===== config.mk =====
export PLATFORM = sky130hd
export DESIGN_NAME = gloves_pos_ctrl_flat
export DESIGN_NICKNAME = d
export VERILOG_FILES = /design/src/rtl/draw_pkg.sv /design/src/rtl/gloves_pos_ctrl_if.sv /design/src/rtl/const_mult_seq.sv /design/src/rtl/gloves_pos_ctrl.sv /design/src/flat_wrapper.sv
export SDC_FILE = /design/constraint.sdc
export NUM_CORES = 1
export LEC_CHECK = 0
export CORE_MARGIN = 2
export CORE_UTILIZATION = 38
export DETAILED_ROUTE_END_ITERATION = 8
export SYNTH_ARGS = -nofsm -noshare
export SYNTH_HDL_FRONTEND = slang
export SYNTH_SLANG_ARGS = --single-unit

===== constraint.sdc =====
create_clock -name clk -period 7.4 [get_ports clk]
set_clock_uncertainty 0.1 [all_clocks]
set_input_delay 0.74 -clock clk [delete_from_list [all_inputs] [get_ports clk]]
set_output_delay 0.74 -clock clk [all_outputs]
set_load 0.01 [all_outputs]

===== src/rtl/draw_pkg.sv =====
// Shared constants, state encodings and helpers for the sprite drawing path.
package draw_pkg;

    localparam int GLOVES_LENGTH = 100;
    localparam int SCREEN_X_MAX  = 1024;
    localparam int SCREEN_Y_MAX  = 768;

    typedef enum logic [2:0] {
        WAIT_VB,
        SAMPLE,
        STEP,
        PUBLISH,
        WAIT_ACT
    } frame_state_t;

    typedef enum logic [1:0] {
        R_IDLE,
        R_MUL,
        R_DONE
    } row_state_t;

    function automatic logic [11:0] clamp12(
        input logic [11:0] v,
        input logic [11:0] lim
    );
        return (v > lim) ? lim : v;
    endfunction

    // Move cur toward tgt by at most step, never wrapping below zero.
    function automatic logic [11:0] step_axis(
        input logic [11:0] cur,
        input logic [11:0] tgt,
        input logic [11:0] step
    );
        if (tgt >= cur)
            return (tgt - cur <= step) ? tgt : cur + step;
        return (cur - tgt <= step) ? tgt : cur - step;
    endfunction

endpackage


===== src/rtl/gloves_pos_ctrl_if.sv =====
// Timing, mouse and game-state inputs plus sprite origin / row outputs.
interface gloves_pos_ctrl_if;
    logic [11:0] xpos;
    logic [11:0] ypos;
    logic        vblnk;
    logic        hblnk;
    logic [10:0] vcount;
    logic        enable;
    logic        freeze;
    logic [11:0] x_ow;
    logic [9:0]  y_ow;
    logic        visible;
    logic        frame_tick;
    logic [19:0] row_base;
    logic        row_hit;
    logic        row_ready;

    modport master (
        output xpos, ypos, vblnk, hblnk, vcount, enable, freeze,
        input  x_ow, y_ow, visible, frame_tick,
        input  row_base, row_hit, row_ready
    );

    modport slave (
        input  xpos, ypos, vblnk, hblnk, vcount, enable, freeze,
        output x_ow, y_ow, visible, frame_tick,
        output row_base, row_hit, row_ready
    );
endinterface


===== src/rtl/const_mult_seq.sv =====
// Sequential shift-add multiply by a constant, one multiplier bit per
// clock, LSB first; done pulses after the last bit.
module const_mult_seq #(
    parameter int K  = 100,
    parameter int AW = 7,
    parameter int PW = 20
) (
    input  logic          clk,
    input  logic          rst,
    input  logic          start,
    input  logic [AW-1:0] a,
    output logic          done,
    output logic [PW-1:0] p
);
    localparam int CW = $clog2(AW + 1);

    logic [PW-1:0] mc;
    logic [AW-1:0] mp;
    logic [CW-1:0] cnt;
    logic          busy;

    always_ff @(posedge clk) begin
        if (rst) begin
            p    <= '0;
            mc   <= '0;
            mp   <= '0;
            cnt  <= '0;
            busy <= 1'b0;
            done <= 1'b0;
        end else begin
            done <= 1'b0;
            if (start) begin
                p    <= '0;
                mc   <= PW'(K);
                mp   <= a;
                cnt  <= '0;
                busy <= 1'b1;
            end else if (busy) begin
                if (mp[0])
                    p <= p + mc;
                mc  <= mc << 1;
                mp  <= mp >> 1;
                cnt <= cnt + 1'b1;
                if (cnt == CW'(AW - 1)) begin
                    busy <= 1'b0;
                    done <= 1'b1;
                end
            end
        end
    end
endmodule


===== src/rtl/gloves_pos_ctrl.sv =====
// Frame-synchronous gloves sprite origin controller with a per-line
// ROM row base pre-computation engine.
module gloves_pos_ctrl
    import draw_pkg::*;
#(
    parameter int X_MAX    = SCREEN_X_MAX,
    parameter int Y_MAX    = SCREEN_Y_MAX,
    parameter int MAX_STEP = 32,
    parameter int OFFSET   = 50,
    parameter int IMG_W    = GLOVES_LENGTH,
    parameter int V_TOTAL  = 806
) (
    input logic             clk,
    input logic             rst,
    gloves_pos_ctrl_if.slave bus
);
    frame_state_t fst;
    row_state_t   rst_q;

    logic        vb_d, vb_rise, hb_d;
    logic [11:0] tgt_x, tgt_y, cur_x, cur_y;
    logic [11:0] x_ow;
    logic [9:0]  y_ow;
    logic        visible, frame_tick;
    logic [19:0] row_base;
    logic        row_hit, row_ready;

    logic [10:0] nl;
    logic [11:0] ny, y_top, y_end;
    logic        hit_c, hit_q;
    logic [6:0]  r_c, r_q;
    logic        mul_start, mul_done;
    logic [19:0] mul_p;

    // vb_d/hb_d come out of reset high so a blank in progress is not
    // mistaken for a rising edge.
    always_ff @(posedge clk) begin
        if (rst) begin
            fst        <= WAIT_VB;
            vb_d       <= 1'b1;
            vb_rise    <= 1'b0;
            tgt_x      <= '0;
            tgt_y      <= '0;
            cur_x      <= '0;
            cur_y      <= '0;
            x_ow       <= '0;
            y_ow       <= '0;
            visible    <= 1'b0;
            frame_tick <= 1'b0;
        end else begin
            vb_d       <= bus.vblnk;
            vb_rise    <= bus.vblnk & ~vb_d;
            frame_tick <= 1'b0;
            unique case (fst)
                WAIT_VB:
                    if (vb_rise) fst <= SAMPLE;
                SAMPLE: begin
                    if (!bus.freeze) begin
                        tgt_x <= clamp12(bus.xpos, 12'(X_MAX));
                        tgt_y <= clamp12(bus.ypos, 12'(Y_MAX));
                    end
                    fst <= STEP;
                end
                STEP: begin
                    cur_x <= step_axis(cur_x, tgt_x, 12'(MAX_STEP));
                    cur_y <= step_axis(cur_y, tgt_y, 12'(MAX_STEP));
                    fst   <= PUBLISH;
                end
                PUBLISH: begin
                    x_ow       <= cur_x;
                    y_ow       <= cur_y[9:0];
                    visible    <= bus.enable;
                    frame_tick <= 1'b1;
                    fst        <= WAIT_ACT;
                end
                WAIT_ACT:
                    if (!bus.vblnk) fst <= WAIT_VB;
                default:
                    fst <= WAIT_VB;
            endcase
        end
    end

    assign nl = (bus.vcount == 11'(V_TOTAL - 1)) ? 11'd0
              : bus.vcount + 11'd1;
    assign ny    = {1'b0, nl} + 12'(OFFSET);
    assign y_top = {2'b0, y_ow};
    assign y_end = y_top + 12'(IMG_W);
    assign hit_c = visible && (ny >= y_top) && (ny < y_end);
    assign r_c   = 7'(ny - y_top);

    // A fresh hblnk edge always wins, restarting any multiply in flight.
    always_ff @(posedge clk) begin
        if (rst) begin
            rst_q     <= R_IDLE;
            hb_d      <= 1'b1;
            hit_q     <= 1'b0;
            r_q       <= '0;
            mul_start <= 1'b0;
            row_base  <= '0;
            row_hit   <= 1'b0;
            row_ready <= 1'b0;
        end else begin
            hb_d      <= bus.hblnk;
            mul_start <= 1'b0;
            row_ready <= 1'b0;
            if (bus.hblnk && !hb_d) begin
                hit_q     <= hit_c;
                r_q       <= r_c;
                mul_start <= 1'b1;
                rst_q     <= R_MUL;
            end else begin
                unique case (rst_q)
                    R_IDLE: ;
                    R_MUL:
                        if (mul_done) begin
                            row_base  <= hit_q ? mul_p : 20'd0;
                            row_hit   <= hit_q;
                            row_ready <= 1'b1;
                            rst_q     <= R_DONE;
                        end
                    R_DONE:
                        rst_q <= R_IDLE;
                    default:
                        rst_q <= R_IDLE;
                endcase
            end
        end
    end

    const_mult_seq #(
        .K  (IMG_W),
        .AW (7),
        .PW (20)
    ) u_mult (
        .clk   (clk),
        .rst   (rst),
        .start (mul_start),
        .a     (r_q),
        .done  (mul_done),
        .p     (mul_p)
    );

    assign bus.x_ow       = x_ow;
    assign bus.y_ow       = y_ow;
    assign bus.visible    = visible;
    assign bus.frame_tick = frame_tick;
    assign bus.row_base   = row_base;
    assign bus.row_hit    = row_hit;
    assign bus.row_ready  = row_ready;
endmodule


===== src/flat_wrapper.sv =====
// flat-port wrapper written by rule: the top's interface ports become plain ports
module gloves_pos_ctrl_flat import draw_pkg::*;
#(
    parameter int X_MAX    = SCREEN_X_MAX,
    parameter int Y_MAX    = SCREEN_Y_MAX,
    parameter int MAX_STEP = 32,
    parameter int OFFSET   = 50,
    parameter int IMG_W    = GLOVES_LENGTH,
    parameter int V_TOTAL  = 806
)
  (clk, rst, bus_xpos, bus_ypos, bus_vblnk, bus_hblnk, bus_vcount, bus_enable, bus_freeze, bus_x_ow, bus_y_ow, bus_visible, bus_frame_tick, bus_row_base, bus_row_hit, bus_row_ready);
  gloves_pos_ctrl_if bus_i ();
  input logic clk;
  input logic rst;
  input wire logic [$bits(bus_i.xpos)-1:0] bus_xpos;
  input wire logic [$bits(bus_i.ypos)-1:0] bus_ypos;
  input wire logic [$bits(bus_i.vblnk)-1:0] bus_vblnk;
  input wire logic [$bits(bus_i.hblnk)-1:0] bus_hblnk;
  input wire logic [$bits(bus_i.vcount)-1:0] bus_vcount;
  input wire logic [$bits(bus_i.enable)-1:0] bus_enable;
  input wire logic [$bits(bus_i.freeze)-1:0] bus_freeze;
  output wire logic [$bits(bus_i.x_ow)-1:0] bus_x_ow;
  output wire logic [$bits(bus_i.y_ow)-1:0] bus_y_ow;
  output wire logic [$bits(bus_i.visible)-1:0] bus_visible;
  output wire logic [$bits(bus_i.frame_tick)-1:0] bus_frame_tick;
  output wire logic [$bits(bus_i.row_base)-1:0] bus_row_base;
  output wire logic [$bits(bus_i.row_hit)-1:0] bus_row_hit;
  output wire logic [$bits(bus_i.row_ready)-1:0] bus_row_ready;
  assign bus_i.xpos = bus_xpos;
  assign bus_i.ypos = bus_ypos;
  assign bus_i.vblnk = bus_vblnk;
  assign bus_i.hblnk = bus_hblnk;
  assign bus_i.vcount = bus_vcount;
  assign bus_i.enable = bus_enable;
  assign bus_i.freeze = bus_freeze;
  assign bus_x_ow = bus_i.x_ow;
  assign bus_y_ow = bus_i.y_ow;
  assign bus_visible = bus_i.visible;
  assign bus_frame_tick = bus_i.frame_tick;
  assign bus_row_base = bus_i.row_base;
  assign bus_row_hit = bus_i.row_hit;
  assign bus_row_ready = bus_i.row_ready;
  gloves_pos_ctrl #(.X_MAX(X_MAX), .Y_MAX(Y_MAX), .MAX_STEP(MAX_STEP), .OFFSET(OFFSET), .IMG_W(IMG_W), .V_TOTAL(V_TOTAL)) u_core (.clk(clk), .rst(rst), .bus(bus_i));
endmodule

## Word level (Yosys, flattened, before mapping)

Cells that the tools add are included.

| word-level totals | value |
|---|---|
| register bits | 161 |
| bits of input ports | 41 |
| word-level logic and storage cells | 122 |

| operators by class | value |
|---|---|
| add/sub/neg operators | 14 |
| $lt $le $gt $ge | 10 |
| equal/unequal tests | 12 |
| muxes and demuxes | 35 |
| bitwise logic cells | 7 |
| reductions and logical operators | 17 |

Operators with widths:

| operator | number |
|---|---|
| 12-bit two-way mux | 10 |
| 12-bit by 6-bit less-or-equal comparator with 1-bit output (second input constant) | 4 |
| 12-bit subtractor | 4 |
| 7-bit two-way mux | 4 |
| 12-bit by 6-bit adder with 12-bit output (second input constant) | 2 |
| 12-bit greater-or-equal comparator | 2 |
| 12-bit by 6-bit subtractor with 12-bit output (second input constant) | 2 |
| 20-bit adder | 1 |
| 20-bit two-way mux | 1 |
| 3-bit one-hot mux with 5 select lines | 1 |
| 1-bit two-way mux | 14 |
| 11-bit by 6-bit adder with 12-bit output (second input constant) | 1 |
| 12-bit by 10-bit greater-or-equal comparator with 1-bit output | 1 |
| 12-bit by 10-bit greater-than comparator with 1-bit output (second input constant) | 1 |
| 12-bit by 11-bit greater-than comparator with 1-bit output (second input constant) | 1 |
| 12-bit by 11-bit < comparator with 1-bit output | 1 |
| 10-bit by 7-bit adder with 11-bit output (second input constant) | 1 |
| 11-bit by 1-bit adder with 11-bit output (second input constant) | 1 |
| 11-bit by 10-bit == test with 1-bit output (second input constant) | 1 |
| 11-bit two-way mux | 1 |
| 2-bit AND reduction | 5 |
| 7-bit subtractor | 1 |
| 3-bit by 2-bit == test with 1-bit output (second input constant) | 2 |
| 3-bit == test (second input constant) | 2 |
| other kinds (19) | 31 |

## Longest topological paths before layout

| logic depth | value |
|---|---|
| depth after elaboration | 6 |
| mapped depth | 17 |
| mapped depth without buffers | 17 |

## By module

From an unflattened synthesis, not the netlist that was laid out.

| second synthesis, totals | value |
|---|---|
| cells, all modules | 1371 |
| area, all modules | 10769.1 sq um |

Modules (own cells, without submodules):

| module | instances | cells an instance | area an instance (sq um) | sequential area each (sq um) |
|---|---|---|---|---|
| gloves_pos_ctrl | 1 | 1059 | 8085.3 | 2222.1 |
| const_mult_seq | 1 | 312 | 2683.8 | 960.9 |

## Least setup slack after synthesis

No wires, ideal clock.

| timing | value |
|---|---|
| path kind | in2reg |
| start | in bus_vcount[1] |
| end | reg u_core.hit_q |
| library setup time | 0.087 ns |
| arrival time | 3.707 ns |
| slack | 3.506 ns |
| cell stages on the path | 17 |
| buffers on the path | 0 |
| cell sequence | inv_1 > ha_1 > or4b_4 > nor4_4 > or2_2 > ha_1 > inv_1 > fa_1 > nor2b_1 > o21a_1 > o21a_1 > o21a_1 > o21a_1 > o21a_1 > o21ai_0 > a21oi_1 > o31ai_1 |

| between the ends | value |
|---|---|
| longest elaborated chain between the ends | 6 |
| elaborated cells between the ends (all ways) | 8 |
| those cells by class | add/sub (2); order compare (2); eq/ne (1); mux (1); reduce/logical (2) |

RTL lines:

| what | RTL line | source |
|---|---|---|
| start, declared | flat_wrapper.sv:19 | `input wire logic [$bits(bus_i.vcount)-1:0] bus_vcount;` |
| 11-bit by 1-bit adder with 11-bit output or 11-bit by 10-bit == test with 1-bit output (tied branches) | gloves_pos_ctrl.sv:85, gloves_pos_ctrl.sv:84 |  |
| 11-bit two-way mux (*) | gloves_pos_ctrl.sv:84 | `assign nl = (bus.vcount == 11'(V_TOTAL - 1)) ? 11'd0` |
| 11-bit by 6-bit adder with 12-bit output (*) | gloves_pos_ctrl.sv:86 | `assign ny = {1'b0, nl} + 12'(OFFSET);` |
| 12-bit by 10-bit greater-or-equal comparator with 1-bit output | gloves_pos_ctrl.sv:89 | `assign hit_c = visible && (ny >= y_top) && (ny < y_end);` |
| 1-bit logical AND | gloves_pos_ctrl.sv:89 |  |
| 1-bit logical AND (*) | gloves_pos_ctrl.sv:89 |  |
| end signal, assigned | gloves_pos_ctrl.sv:108 | `hit_q <= hit_c;` |
| end, declared | gloves_pos_ctrl.sv:30 | `logic hit_c, hit_q;` |

Every way passes the cells marked *; elsewhere a longest branch is shown, timed or not.
A chain may end at the register's enable or synchronous reset.

## Worst setup path in the final report

| timing | value |
|---|---|
| start | in bus_vcount[0] |
| end | reg u_core.hit_q |

The elaborated chain is that of the path after synthesis.

==> results.toml <==
[logic_synthesis]
syn-mean-instance-area_um2 = 7.90
synth_top_cells_by_area = "sky130_fd_sc_hd__dfxtp_1, sky130_fd_sc_hd__ha_1, sky130_fd_sc_hd__a21oi_1"
ys.warnings.count = 0
synth.ff_latch_count = 157
async_flop_share_pct = 0
synth_area_leader_cell = "sky130_fd_sc_hd__dfxtp_1"
synth_area_um2 = 10300
synth_largest_type_area_fraction_pct = 30.7
synth-edff-count = 0
yosys.cell_types.count = 86
sequential_fraction_of_the_synthesis_area_pct = 30.7
synthCells = 1298
most_used_flip_flop_cell_after_synthesis = "sky130_fd_sc_hd__dfxtp_1"

[pwr]
max-vdd-ir-drop_uv = 155
switching_power_summed_over_all_nets_uw = 640
power_frac_comb_pct = 18.2
power_frac_seq_pct = 40.0
internal-power_uw = 1530
power.leakage_uw = 0.00443
total_power_uw = 2170
pwr_density_cell_nw_per_um2 = 183
share_clk_of_total_power_pct = 41.8
p_sw_share_pct = 29.5

[layout]
layout.nets = 1470
antenna_cells_inserted = 0
post_route_cells_drive_above_1_share_pct = 5.19
final_common_cell = "sky130_fd_sc_hd__dfxtp_1"
mostFrequentLayoutCells = "sky130_fd_sc_hd__dfxtp_1, sky130_fd_sc_hd__nand2_1, sky130_fd_sc_hd__nor2_1, sky130_fd_sc_hd__a21oi_1, sky130_fd_sc_hd__ha_1"
area_growth_pct = 15.6

[setup_path]
critical_path_buf_inv_count = 2
timing.critical_path.mode_cell = "sky130_fd_sc_hd__o21a_1"
crit_slowest_cell = "sky130_fd_sc_hd__clkdlybuf4s50_1"
setup.worst_path.end_class = "register"
rr_startpoint = "u_core.cur_y[7]"
critical_path.cell_chain = "clkdlybuf4s50_1, ha_1, or4b_4, nor4_4, or2_2, ha_1, inv_1, fa_1, nor2b_1, o21a_1, o21a_1, o21a_1, o21a_1, o21a_1, o21ai_0, a21oi_1, o31ai_1"
r2r.worst_path.cells = 11
critical_path.max_fanout = 6
worst_r2r_endpoint = "u_core.cur_y[5]"
worstSetupPathType = "primary input to register"
critical-path-top-delay-family = "compound AO/OA/AOI/OAI gates"
required_ns = 7.64
worst_setup_path_start_kind = "primary input"
timing.critical_path.arrival_ns = 4.52
rrSetupSlack_ns = 3.63
cp_slowest_stage_delay_ns = 0.56

[sta]
setup-tns-final_ns = 0
max_slew.worst_pin.slew_ns = 1.26
final.setup.worst_slack_ns = 3.12
rsz_0062_raised_after_global_routing = "no"
drv_slew = 0
final_min_period_over_clock_period_pct = 57.8
report.final.hold_viol_count = 0
max_freq_mhz = 234
timing.max_slew.rel_slack_pct = 15.8
finalCriticalPeriod_ns = 4.28
final-setup-viol-count = 0

[clocking]
worst_setup_hold_path_clk_slew_ns = 0.07
numCtsBuffers = 17
cts_setup_buffers = 0
cts.sinks = 157
worst_skew_pair.late_latency_ns = 0.44
ctsResizeCount = 0
root_buffer_cell = "sky130_fd_sc_hd__clkbuf_16"
cts-htree-levels = 4
number_of_buffers_on_the_longest_clock_path = 2
hold_buffers_post_cts = 0
tritoncts = "done"

[die]
initial_core_util_pct = 38.4
fp-row-count = 60
ioPinCount = 87
fp.dieH_um = 168
die_width_um = 168
core_area_um2 = 26700
die_area_um2 = 28300

[detailed_routing]
vias = 9040
wl_met1_mm = 12.4
drc = 0
routed-wl-met3_um = 956
drt_wl_total_mm = 25.3
drtAntennaViolNets = 0
highest-signal-layer = "met4"
routedWlPerCell_um = 15.0
met2_length_mm = 11.4
detailedRoute.firstPassIterationCount = 5
drt-initial-drc-count = 428
vias_per_cell = 5.35

[grt]
grt_start_max_net_pins = 87
grt_first_pass_wirelength_mm = 42.9
grt_pass1_vias = 8613
all_layer_gr_usage_pct = 18.3
gr-total-overflow = 0
antenna_found_initial = 0

[min_path]
hold_start = "u_core.vb_d"
hold_path_depth = 1
worst_hold_path.endpoint = "u_core.vb_rise"
worst_hold_path_type = "register to register"

[placed_design]
port-buffer-count = 84
routability_driven_placement_congestion_ratio = 0.871
place.detailed.hpwl_mm = 18.5
place_worst_setup_slack_ns = 2.65

[outcome]
status = "complete, no violations"

[run]
max-cap-violations = 0
[worst max path at each step]
stage	from	to	slack, ns	cells after the start
after floorplan	bus_vcount[1]	u_core.hit_q	3.51	17
after global placement	bus_vcount[0]	u_core.hit_q	2.70	17
after detailed placement	bus_vcount[0]	u_core.hit_q	2.65	17
after CTS	bus_vcount[0]	u_core.hit_q	3.10	17
after global routing	bus_vcount[0]	u_core.hit_q	2.76	17
final	bus_vcount[0]	u_core.hit_q	3.12	17
[state kept, by name, indices dropped and copies added, names as in the netlist, 7 cells and up]
register / cells
u_core.tgt_x: 12
u_core.u_mult.mc: 18
u_core.cur_x: 12
u_core.tgt_y: 12
u_core.u_mult.p: 18
u_core.bus.x_ow: 12
u_core.r_q: 7
u_core.u_mult.mp: 7
u_core.bus.y_ow: 10
u_core.cur_y: 12
u_core.bus.row_base: 18
[cell usage after synthesis (all sizes together), types with 17 or more instances]
master,instances
nor2,119
nand3,67
nor2b,18
ha,92
dfxtp,157
nand2,134
a21oi,114
o21ai,42
mux2i,29
clkbuf,54
a22oi,17
inv,83
nor3,43
xnor2,49
[metal layers]
layer  up-vias  GRT usage [%]
met5         -              0
met4         0           6.97
met3        44           2.59
met2       193           29.5
met1      4144           24.9
li1       4659              -
[power groups by stage]
stage	registers [uW]	clock network (uW)	logic [uW]
finish	868	908	395
global route	869	967	441
CTS	867	930	392
detailed placement	887	0	390
global placement	887	0	386
floorplan	880	0	301
[worst register-to-register path: stages (launching register included)]
cell and delay (ns):
sky130_fd_sc_hd__dfxtp_1 0.56, sky130_fd_sc_hd__inv_1 0.17, sky130_fd_sc_hd__ha_1 0.53, sky130_fd_sc_hd__inv_1 0.11
sky130_fd_sc_hd__nor2_1 0.10, sky130_fd_sc_hd__o21ai_0 0.10, sky130_fd_sc_hd__a31oi_1 0.34, sky130_fd_sc_hd__mux2i_1 0.31
sky130_fd_sc_hd__nand3_1 0.29, sky130_fd_sc_hd__nor3_1 0.73, sky130_fd_sc_hd__or4_1 0.22, sky130_fd_sc_hd__a31oi_1 0.07
[final cells by class]
cell class	count	area [um^2]
sequential	157	3140
timing repair buffer	87	861
multi-input combinational	989	6510
clock inverter	13	156
clock buffer	19	443
tap	341	427
fill	2717	14900
inverter	83	312
[metrics by stage]
| stage | cell area [um^2] | std cells | utilization, % | hold slack, ns |
|---|---|---|---|---|
| 6_report | 11900 | 1689 | 44.3 | 0.299 |
| 5_1_grt | 11900 | 1689 | 44.3 | 0.328 |
| 4_1_cts | 11900 | 1689 | 44.3 | 0.299 |
| 3_5_place_dp | 11300 | 1657 | 42.1 | 0.284 |
| 3_3_place_gp | 11300 | 1657 | 42.1 | 0.279 |
| 2_1_floorplan | 10300 | 1299 | - | 0.272 |
[kinds of logic after synthesis]
family,count (synthesis),share of synthesized area (%)
compound gates,320,20.9
buf+inv,153,5.96
fa+ha+maj,94,11.6
other cells,1,0.0366
mux,29,2.83
flops,157,30.7
xor+xnor,65,5.63
simple gates,479,22.3
Power figures use the tool's default switching activity.
